--- src/rtl/id_exe_ctrl_pkg.sv ---
`default_nettype none
// +--------------------------------------------------------------------+
// | id_exe_ctrl_pkg : shared types for the ID/EXE control slice  rev 1.0 |
// +--------------------------------------------------------------------+
package id_exe_ctrl_pkg;

   localparam int ALUC_W = 3;
   localparam int REG_W  = 5;

   typedef enum logic [1:0] {
      FWD_REG  = 2'd0,
      FWD_EALU = 2'd1,
      FWD_MALU = 2'd2,
      FWD_MMO  = 2'd3
   } fwd_e;

   typedef struct packed {
      logic [ALUC_W-1:0] aluc;
      logic              aluimm;
      logic              shift;
      logic              m2reg;
      logic              wmem;
      logic              wreg;
      logic [REG_W-1:0]  rn;
   } ctrl_t;

endpackage
`default_nettype wire

--- src/rtl/id_exe_ctrl_if.sv ---
`default_nettype none
// +--------------------------------------------------------------------+
// | id_exe_ctrl_if : ID/MEM inputs and EXE/hazard outputs      rev 1.0 |
// +--------------------------------------------------------------------+
interface id_exe_ctrl_if #(parameter int CNT_W = 32);

   logic [2:0]       daluc;
   logic             daluimm;
   logic             dshift;
   logic             dm2reg;
   logic             dwmem;
   logic             dwreg;
   logic [4:0]       drn;
   logic [4:0]       drs;
   logic [4:0]       drt;
   logic             duse_rs;
   logic             duse_rt;
   logic             flush;
   logic [4:0]       mrn;
   logic             mwreg;
   logic             mm2reg;

   logic [2:0]       ealuc;
   logic             ealuimm;
   logic             eshift;
   logic             em2reg;
   logic             ewmem;
   logic             ewreg;
   logic [4:0]       ern;
   logic [1:0]       fwda;
   logic [1:0]       fwdb;
   logic             wpcir;
   logic [CNT_W-1:0] stall_cnt;

   modport master (
      output daluc, daluimm, dshift, dm2reg, dwmem, dwreg, drn, drs, drt,
             duse_rs, duse_rt, flush, mrn, mwreg, mm2reg,
      input  ealuc, ealuimm, eshift, em2reg, ewmem, ewreg, ern,
             fwda, fwdb, wpcir, stall_cnt
   );

   modport slave (
      input  daluc, daluimm, dshift, dm2reg, dwmem, dwreg, drn, drs, drt,
             duse_rs, duse_rt, flush, mrn, mwreg, mm2reg,
      output ealuc, ealuimm, eshift, em2reg, ewmem, ewreg, ern,
             fwda, fwdb, wpcir, stall_cnt
   );

endinterface
`default_nettype wire

--- src/rtl/id_exe_ctrl_fwd_sel.sv ---
`default_nettype none
// +--------------------------------------------------------------------+
// | id_exe_ctrl_fwd_sel : per-operand forwarding priority mux  rev 1.0 |
// +--------------------------------------------------------------------+
module id_exe_ctrl_fwd_sel
   import id_exe_ctrl_pkg::*;
(
   input  logic             i_use,
   input  logic [REG_W-1:0] i_reg,
   input  logic             i_ewreg,
   input  logic             i_em2reg,
   input  logic [REG_W-1:0] i_ern,
   input  logic             i_mwreg,
   input  logic             i_mm2reg,
   input  logic [REG_W-1:0] i_mrn,
   output fwd_e             o_sel
);

   // A load in EXE is deliberately skipped here; the stall covers it.
   always_comb begin
      o_sel = FWD_REG;
      if (i_use && i_ewreg && !i_em2reg && (i_ern != '0) && (i_ern == i_reg)) begin
         o_sel = FWD_EALU;
      end else if (i_use && i_mwreg && (i_mrn != '0) && (i_mrn == i_reg)) begin
         o_sel = i_mm2reg ? FWD_MMO : FWD_MALU;
      end
   end

endmodule
`default_nettype wire

--- src/rtl/id_exe_ctrl.sv ---
`default_nettype none
// +--------------------------------------------------------------------+
// | id_exe_ctrl : ID/EXE control register, load-use stall, fwd  rev 1.0 |
// +--------------------------------------------------------------------+
module id_exe_ctrl
   import id_exe_ctrl_pkg::*;
#(
   parameter int CNT_W = 32
) (
   input  logic         clk,
   input  logic         rst,
   id_exe_ctrl_if.slave bus
);

   ctrl_t            ctrl_q, ctrl_d;
   logic [CNT_W-1:0] stall_cnt_q, stall_cnt_d;
   logic             w_ld_haz;
   fwd_e             w_fwda, w_fwdb;

   assign w_ld_haz = ctrl_q.wreg && ctrl_q.m2reg && (ctrl_q.rn != '0) &&
                     ((bus.duse_rs && (ctrl_q.rn == bus.drs)) ||
                      (bus.duse_rt && (ctrl_q.rn == bus.drt)));

   id_exe_ctrl_fwd_sel u_fwd_rs (
      .i_use    (bus.duse_rs),
      .i_reg    (bus.drs),
      .i_ewreg  (ctrl_q.wreg),
      .i_em2reg (ctrl_q.m2reg),
      .i_ern    (ctrl_q.rn),
      .i_mwreg  (bus.mwreg),
      .i_mm2reg (bus.mm2reg),
      .i_mrn    (bus.mrn),
      .o_sel    (w_fwda)
   );

   id_exe_ctrl_fwd_sel u_fwd_rt (
      .i_use    (bus.duse_rt),
      .i_reg    (bus.drt),
      .i_ewreg  (ctrl_q.wreg),
      .i_em2reg (ctrl_q.m2reg),
      .i_ern    (ctrl_q.rn),
      .i_mwreg  (bus.mwreg),
      .i_mm2reg (bus.mm2reg),
      .i_mrn    (bus.mrn),
      .o_sel    (w_fwdb)
   );

   // A stalled or squashed instruction enters EXE as an all-zero bubble.
   always_comb begin
      ctrl_d = '0;
      if (!(w_ld_haz || bus.flush)) begin
         ctrl_d.aluc   = bus.daluc;
         ctrl_d.aluimm = bus.daluimm;
         ctrl_d.shift  = bus.dshift;
         ctrl_d.m2reg  = bus.dm2reg;
         ctrl_d.wmem   = bus.dwmem;
         ctrl_d.wreg   = bus.dwreg;
         ctrl_d.rn     = bus.drn;
      end
   end

   always_comb begin
      stall_cnt_d = stall_cnt_q;
      if (w_ld_haz && (stall_cnt_q != '1)) begin
         stall_cnt_d = stall_cnt_q + CNT_W'(1);
      end
   end

   always_ff @(posedge clk) begin
      if (rst) begin
         ctrl_q      <= '0;
         stall_cnt_q <= '0;
      end else begin
         ctrl_q      <= ctrl_d;
         stall_cnt_q <= stall_cnt_d;
      end
   end

   assign bus.ealuc     = ctrl_q.aluc;
   assign bus.ealuimm   = ctrl_q.aluimm;
   assign bus.eshift    = ctrl_q.shift;
   assign bus.em2reg    = ctrl_q.m2reg;
   assign bus.ewmem     = ctrl_q.wmem;
   assign bus.ewreg     = ctrl_q.wreg;
   assign bus.ern       = ctrl_q.rn;
   assign bus.fwda      = w_fwda;
   assign bus.fwdb      = w_fwdb;
   assign bus.wpcir     = !w_ld_haz;
   assign bus.stall_cnt = stall_cnt_q;

endmodule
`default_nettype wire

--- src/flat_wrapper.sv ---
// flat-port wrapper written by rule: the top's interface ports become plain ports
module id_exe_ctrl_flat import id_exe_ctrl_pkg::*;
#(
   parameter int CNT_W = 32
)
  (clk, rst, bus_daluc, bus_daluimm, bus_dshift, bus_dm2reg, bus_dwmem, bus_dwreg, bus_drn, bus_drs, bus_drt, bus_duse_rs, bus_duse_rt, bus_flush, bus_mrn, bus_mwreg, bus_mm2reg, bus_ealuc, bus_ealuimm, bus_eshift, bus_em2reg, bus_ewmem, bus_ewreg, bus_ern, bus_fwda, bus_fwdb, bus_wpcir, bus_stall_cnt);
  id_exe_ctrl_if #(.CNT_W(CNT_W)) bus_i ();
  input  logic clk;
  input  logic rst;
  input wire logic [$bits(bus_i.daluc)-1:0] bus_daluc;
  input wire logic [$bits(bus_i.daluimm)-1:0] bus_daluimm;
  input wire logic [$bits(bus_i.dshift)-1:0] bus_dshift;
  input wire logic [$bits(bus_i.dm2reg)-1:0] bus_dm2reg;
  input wire logic [$bits(bus_i.dwmem)-1:0] bus_dwmem;
  input wire logic [$bits(bus_i.dwreg)-1:0] bus_dwreg;
  input wire logic [$bits(bus_i.drn)-1:0] bus_drn;
  input wire logic [$bits(bus_i.drs)-1:0] bus_drs;
  input wire logic [$bits(bus_i.drt)-1:0] bus_drt;
  input wire logic [$bits(bus_i.duse_rs)-1:0] bus_duse_rs;
  input wire logic [$bits(bus_i.duse_rt)-1:0] bus_duse_rt;
  input wire logic [$bits(bus_i.flush)-1:0] bus_flush;
  input wire logic [$bits(bus_i.mrn)-1:0] bus_mrn;
  input wire logic [$bits(bus_i.mwreg)-1:0] bus_mwreg;
  input wire logic [$bits(bus_i.mm2reg)-1:0] bus_mm2reg;
  output wire logic [$bits(bus_i.ealuc)-1:0] bus_ealuc;
  output wire logic [$bits(bus_i.ealuimm)-1:0] bus_ealuimm;
  output wire logic [$bits(bus_i.eshift)-1:0] bus_eshift;
  output wire logic [$bits(bus_i.em2reg)-1:0] bus_em2reg;
  output wire logic [$bits(bus_i.ewmem)-1:0] bus_ewmem;
  output wire logic [$bits(bus_i.ewreg)-1:0] bus_ewreg;
  output wire logic [$bits(bus_i.ern)-1:0] bus_ern;
  output wire logic [$bits(bus_i.fwda)-1:0] bus_fwda;
  output wire logic [$bits(bus_i.fwdb)-1:0] bus_fwdb;
  output wire logic [$bits(bus_i.wpcir)-1:0] bus_wpcir;
  output wire logic [$bits(bus_i.stall_cnt)-1:0] bus_stall_cnt;
  assign bus_i.daluc = bus_daluc;
  assign bus_i.daluimm = bus_daluimm;
  assign bus_i.dshift = bus_dshift;
  assign bus_i.dm2reg = bus_dm2reg;
  assign bus_i.dwmem = bus_dwmem;
  assign bus_i.dwreg = bus_dwreg;
  assign bus_i.drn = bus_drn;
  assign bus_i.drs = bus_drs;
  assign bus_i.drt = bus_drt;
  assign bus_i.duse_rs = bus_duse_rs;
  assign bus_i.duse_rt = bus_duse_rt;
  assign bus_i.flush = bus_flush;
  assign bus_i.mrn = bus_mrn;
  assign bus_i.mwreg = bus_mwreg;
  assign bus_i.mm2reg = bus_mm2reg;
  assign bus_ealuc = bus_i.ealuc;
  assign bus_ealuimm = bus_i.ealuimm;
  assign bus_eshift = bus_i.eshift;
  assign bus_em2reg = bus_i.em2reg;
  assign bus_ewmem = bus_i.ewmem;
  assign bus_ewreg = bus_i.ewreg;
  assign bus_ern = bus_i.ern;
  assign bus_fwda = bus_i.fwda;
  assign bus_fwdb = bus_i.fwdb;
  assign bus_wpcir = bus_i.wpcir;
  assign bus_stall_cnt = bus_i.stall_cnt;
  id_exe_ctrl #(.CNT_W(CNT_W)) u_core (.clk(clk), .rst(rst), .bus(bus_i));
endmodule
--- config.mk ---
export PLATFORM = sky130hd
export DESIGN_NAME = id_exe_ctrl_flat
export DESIGN_NICKNAME = d
export VERILOG_FILES = /design/src/rtl/id_exe_ctrl_pkg.sv /design/src/rtl/id_exe_ctrl_if.sv /design/src/rtl/id_exe_ctrl_fwd_sel.sv /design/src/rtl/id_exe_ctrl.sv /design/src/flat_wrapper.sv
export SDC_FILE = /design/constraint.sdc
export NUM_CORES = 1
export LEC_CHECK = 0
export ABC_AREA = 0
export CORE_MARGIN = 2
export CORE_UTILIZATION = 49
export CTS_CLUSTER_SIZE = 30
export DETAILED_ROUTE_END_ITERATION = 8
export PLACE_DENSITY_LB_ADDON = 0.05
export SETUP_SLACK_MARGIN = 0.05
export SLEW_MARGIN = 25
export SYNTH_ARGS = -nofsm -noshare
export SYNTH_HDL_FRONTEND = slang
export SYNTH_SLANG_ARGS = --single-unit
--- constraint.sdc ---
create_clock -name clk -period 5.68 [get_ports clk]
set_input_delay 1.136 -clock clk [delete_from_list [all_inputs] [get_ports clk]]
set_output_delay 1.136 -clock clk [all_outputs]
set_load 0.03 [all_outputs]
==> impl_metrics.ini <==
[cells_and_area]
nNetsFinal = 391
antenna_cells = 0
num-fill-cells = 375
syn_to_final_growth_pct = 41.34
drive_above_1_share_pct = 8.708
post-route-util_pct = 72.00

[route]
post_drt_wl_per_cell_um = 13.54
first_pass_iters = 4
drc_errors = 0
via_per_inst = 5.532
drt_iter0_drc = 130
drt-total-wl_um = 5729
ant_nets = 0
num_vias = 2340

[clock_tree]
cts.path.max_buffers = 2
clk_latency_ps = 300
cts_tree = yes
postCtsSetupBuffers = 0
cts_resized = 0
numCtsBuffers = 5
cts-htree-levels = 2
cts_sinks = 45
clkTransAtPathRegs_ps = 90
clock-root-buffer = clkbuf_8
cts_hold_buf = 0

[sta]
tightest_slew_ps = 609.7
setup_viol = 0
fin_crit_ps = 4525
finalSetupTns_ps = 0
rsz0062_at_grt = no
clock_skew_ps = 6.349
fin_crit_sh_pct = 79.66
slew_headroom_pct = 59.20
fmax_mhz = 221.0
hold_viol = 0
final_max_slew_viol_count = 0

[global_routing]
gr-total-overflow = 0
grt_usage_pct = 22.33
busiest_layer = met2
use_met1_pct = 28.80
antenna_found_initial = 0
use_met2_pct = 35.42
met3_usage_pct = 7.995
grt_pass1_vias = 2202
grt_pass1_wl_um = 9715
grt_max_degree = 39

[worst_setup_path]
worstSetupEndpointType = output port
cp-start-kind = input pin
critPathMaxFanout = 6
crit_arrival_ps = 3390
rrSetupSlack_ps = 3190
critPathKind = in2out
required_ps = 4540

[job]
maxCapViolCount = 0

[floorplan]
ios = 85
fp.coreArea_sq_um = 4723
fp-row-count = 25
die_x_um = 74.08
initial_core_util_pct = 50.94
dieArea_sq_um = 5487
die_h_um = 74.08

[yosys]
synth_edf_count = 0
syn_avg_cell_area_sq_um = 8.781
yosys_warnings = 0
yosys_register_bits = 45
synth_area_leader_cell = dfxtp_1
ys_seq_area_share_pct = 37.44
syn-num-nets = 310
synth_area_leaders = dfxtp_1, xor2_1, a21oi_1, or4_1, o31ai_1
syn_area_sq_um = 2406
synth_async_sr_flop_share_pct = 0
synth_xor_area_share_pct = 8.372
yosysTopAreaCellShare_pct = 37.44
synth_compound_area_share_pct = 16.28
ys_types = 48
synthSimpleGateAreaFrac_pct = 31.93
muxShareOfSynthArea_pct = 2.340
syn-instance-count = 274
synth_top_flop_cell = dfxtp_1
synth_top_family_by_area = simple AND/OR/NAND/NOR gates
synth_fa_ha_area_share_pct = 0.5200

[worst_hold_path]
min_path_type = reg2reg

[placed_design]
io_buffers = 84
place_hpwl_um = 4281
place_congestion = 0.8025

[pwr]
ir_drop_mv = 0.1644
leakage_nw = 1.099
p_per_area_nw_per_um2 = 189.9

[status]
outcome = finished, final reports clean
## worst max-delay path, stage by stage
cell             delay [ps]
clkdlybuf4s50_1         520
xnor2_1                 130
nand4_1                 160
nor3_4                  340
nor3b_1                 320
a21o_1                  120
clkdlybuf4s50_1         660
## worst paths after layout
path | startpoint | endpoint | depth (start not counted)
setup / recovery | bus_drs[1] | bus_fwda[0] | 7
hold / removal | u_core.bus.stall_cnt[27] | u_core.bus.stall_cnt[27] | 2
setup reg to reg | u_core.bus.ern[1] | u_core.bus.ealuc[1] | 7
hold reg to reg | u_core.bus.stall_cnt[27] | u_core.bus.stall_cnt[27] | 2
## cells in the final DEF, fill, tap and decap left out, types with 6 or more instances in the layout
| cell | count |
|---|---|
| a21oi_1 | 21 |
| and2_1 | 13 |
| clkdlybuf4s50_1 | 84 |
| dfxtp_1 | 45 |
| nand2_1 | 14 |
| nand3_1 | 15 |
| nand4_1 | 9 |
| nor2_1 | 14 |
| nor2b_1 | 6 |
| nor4_1 | 6 |
| o21ai_0 | 10 |
| o31ai_1 | 12 |
| or3_1 | 10 |
| or4_1 | 14 |
| xnor2_1 | 9 |
| xor2_1 | 14 |
## flip-flops by register name, indices dropped and copies added, names as in the netlist
register and flops:
u_core.bus.ealuc 3, u_core.bus.ealuimm 1, u_core.bus.em2reg 1, u_core.bus.ern 5
u_core.bus.eshift 1, u_core.bus.ewmem 1, u_core.bus.ewreg 1, u_core.bus.stall_cnt 32
## cells by family after synthesis
| kind of cell | after synthesis |
|---|---|
| AND/OR/NAND/NOR | 126 |
| AO/OA/AOI/OAI | 59 |
| flip-flops | 45 |
| XOR/XNOR | 23 |
| buffers and inverters | 15 |
| multiplexers | 5 |
| adder cells (fa/ha/maj) | 1 |
## per-stage QoR
step	area [sq um]	setup slack, ps	hold slack, ps	instances	total power [W]
6_report	3401	1155	503.6	423	0.0006458
5_1_grt	3401	990.3	537.7	423	0.0006728
4_1_cts	3401	1152	510.0	423	0.0006524
3_5_place_dp	3282	1155	495.1	415	0.0003976
3_3_place_gp	3282	1187	484.4	415	0.0003967
2_1_floorplan	2406	2203	613.9	274	0.0003588
## cell usage after synthesis (2+ instances only)
cell,n
dfxtp_1,45
a21oi_1,21
nand3_1,15
nand2_1,14
nor2_1,14
or4_1,14
xor2_1,14
and2_1,13
o31ai_1,12
o21ai_0,10
or3_1,10
nand4_1,9
xnor2_1,9
clkbuf_1,6
nor2b_1,6
nor4_1,6
mux2_2,5
nor3_1,5
nor3b_1,4
and3_1,3
inv_1,3
o21a_1,3
o21ba_2,3
a21o_1,2
buf_4,2
clkbuf_2,2
nor3_4,2
o211ai_1,2
## power by group
part | internal, W | switching [W]
clock network | 0.000135 | 0.000121
logic | 0.0000380 | 0.0000302
registers | 0.000319 | 0.00000286
## layout make-up
type	count	area (sq um)	share of cell area [%]
multi-input combinational	214	1430	42.05
sequential	45	900.9	26.49
timing repair buffer	86	855.8	25.17
tap	67	83.83	2.465
clock buffer	5	68.82	2.024
clock inverter	3	50.05	1.472
inverter	3	11.26	0.3311
## per-layer routing
layer / part of all wire, % / wire length (um)
met1: 44 / 2538
met5: 0 / 0
met2: 46 / 2637
met3: 8.4 / 484
met4: 1.2 / 69
Power figures use the tool's default switching activity.
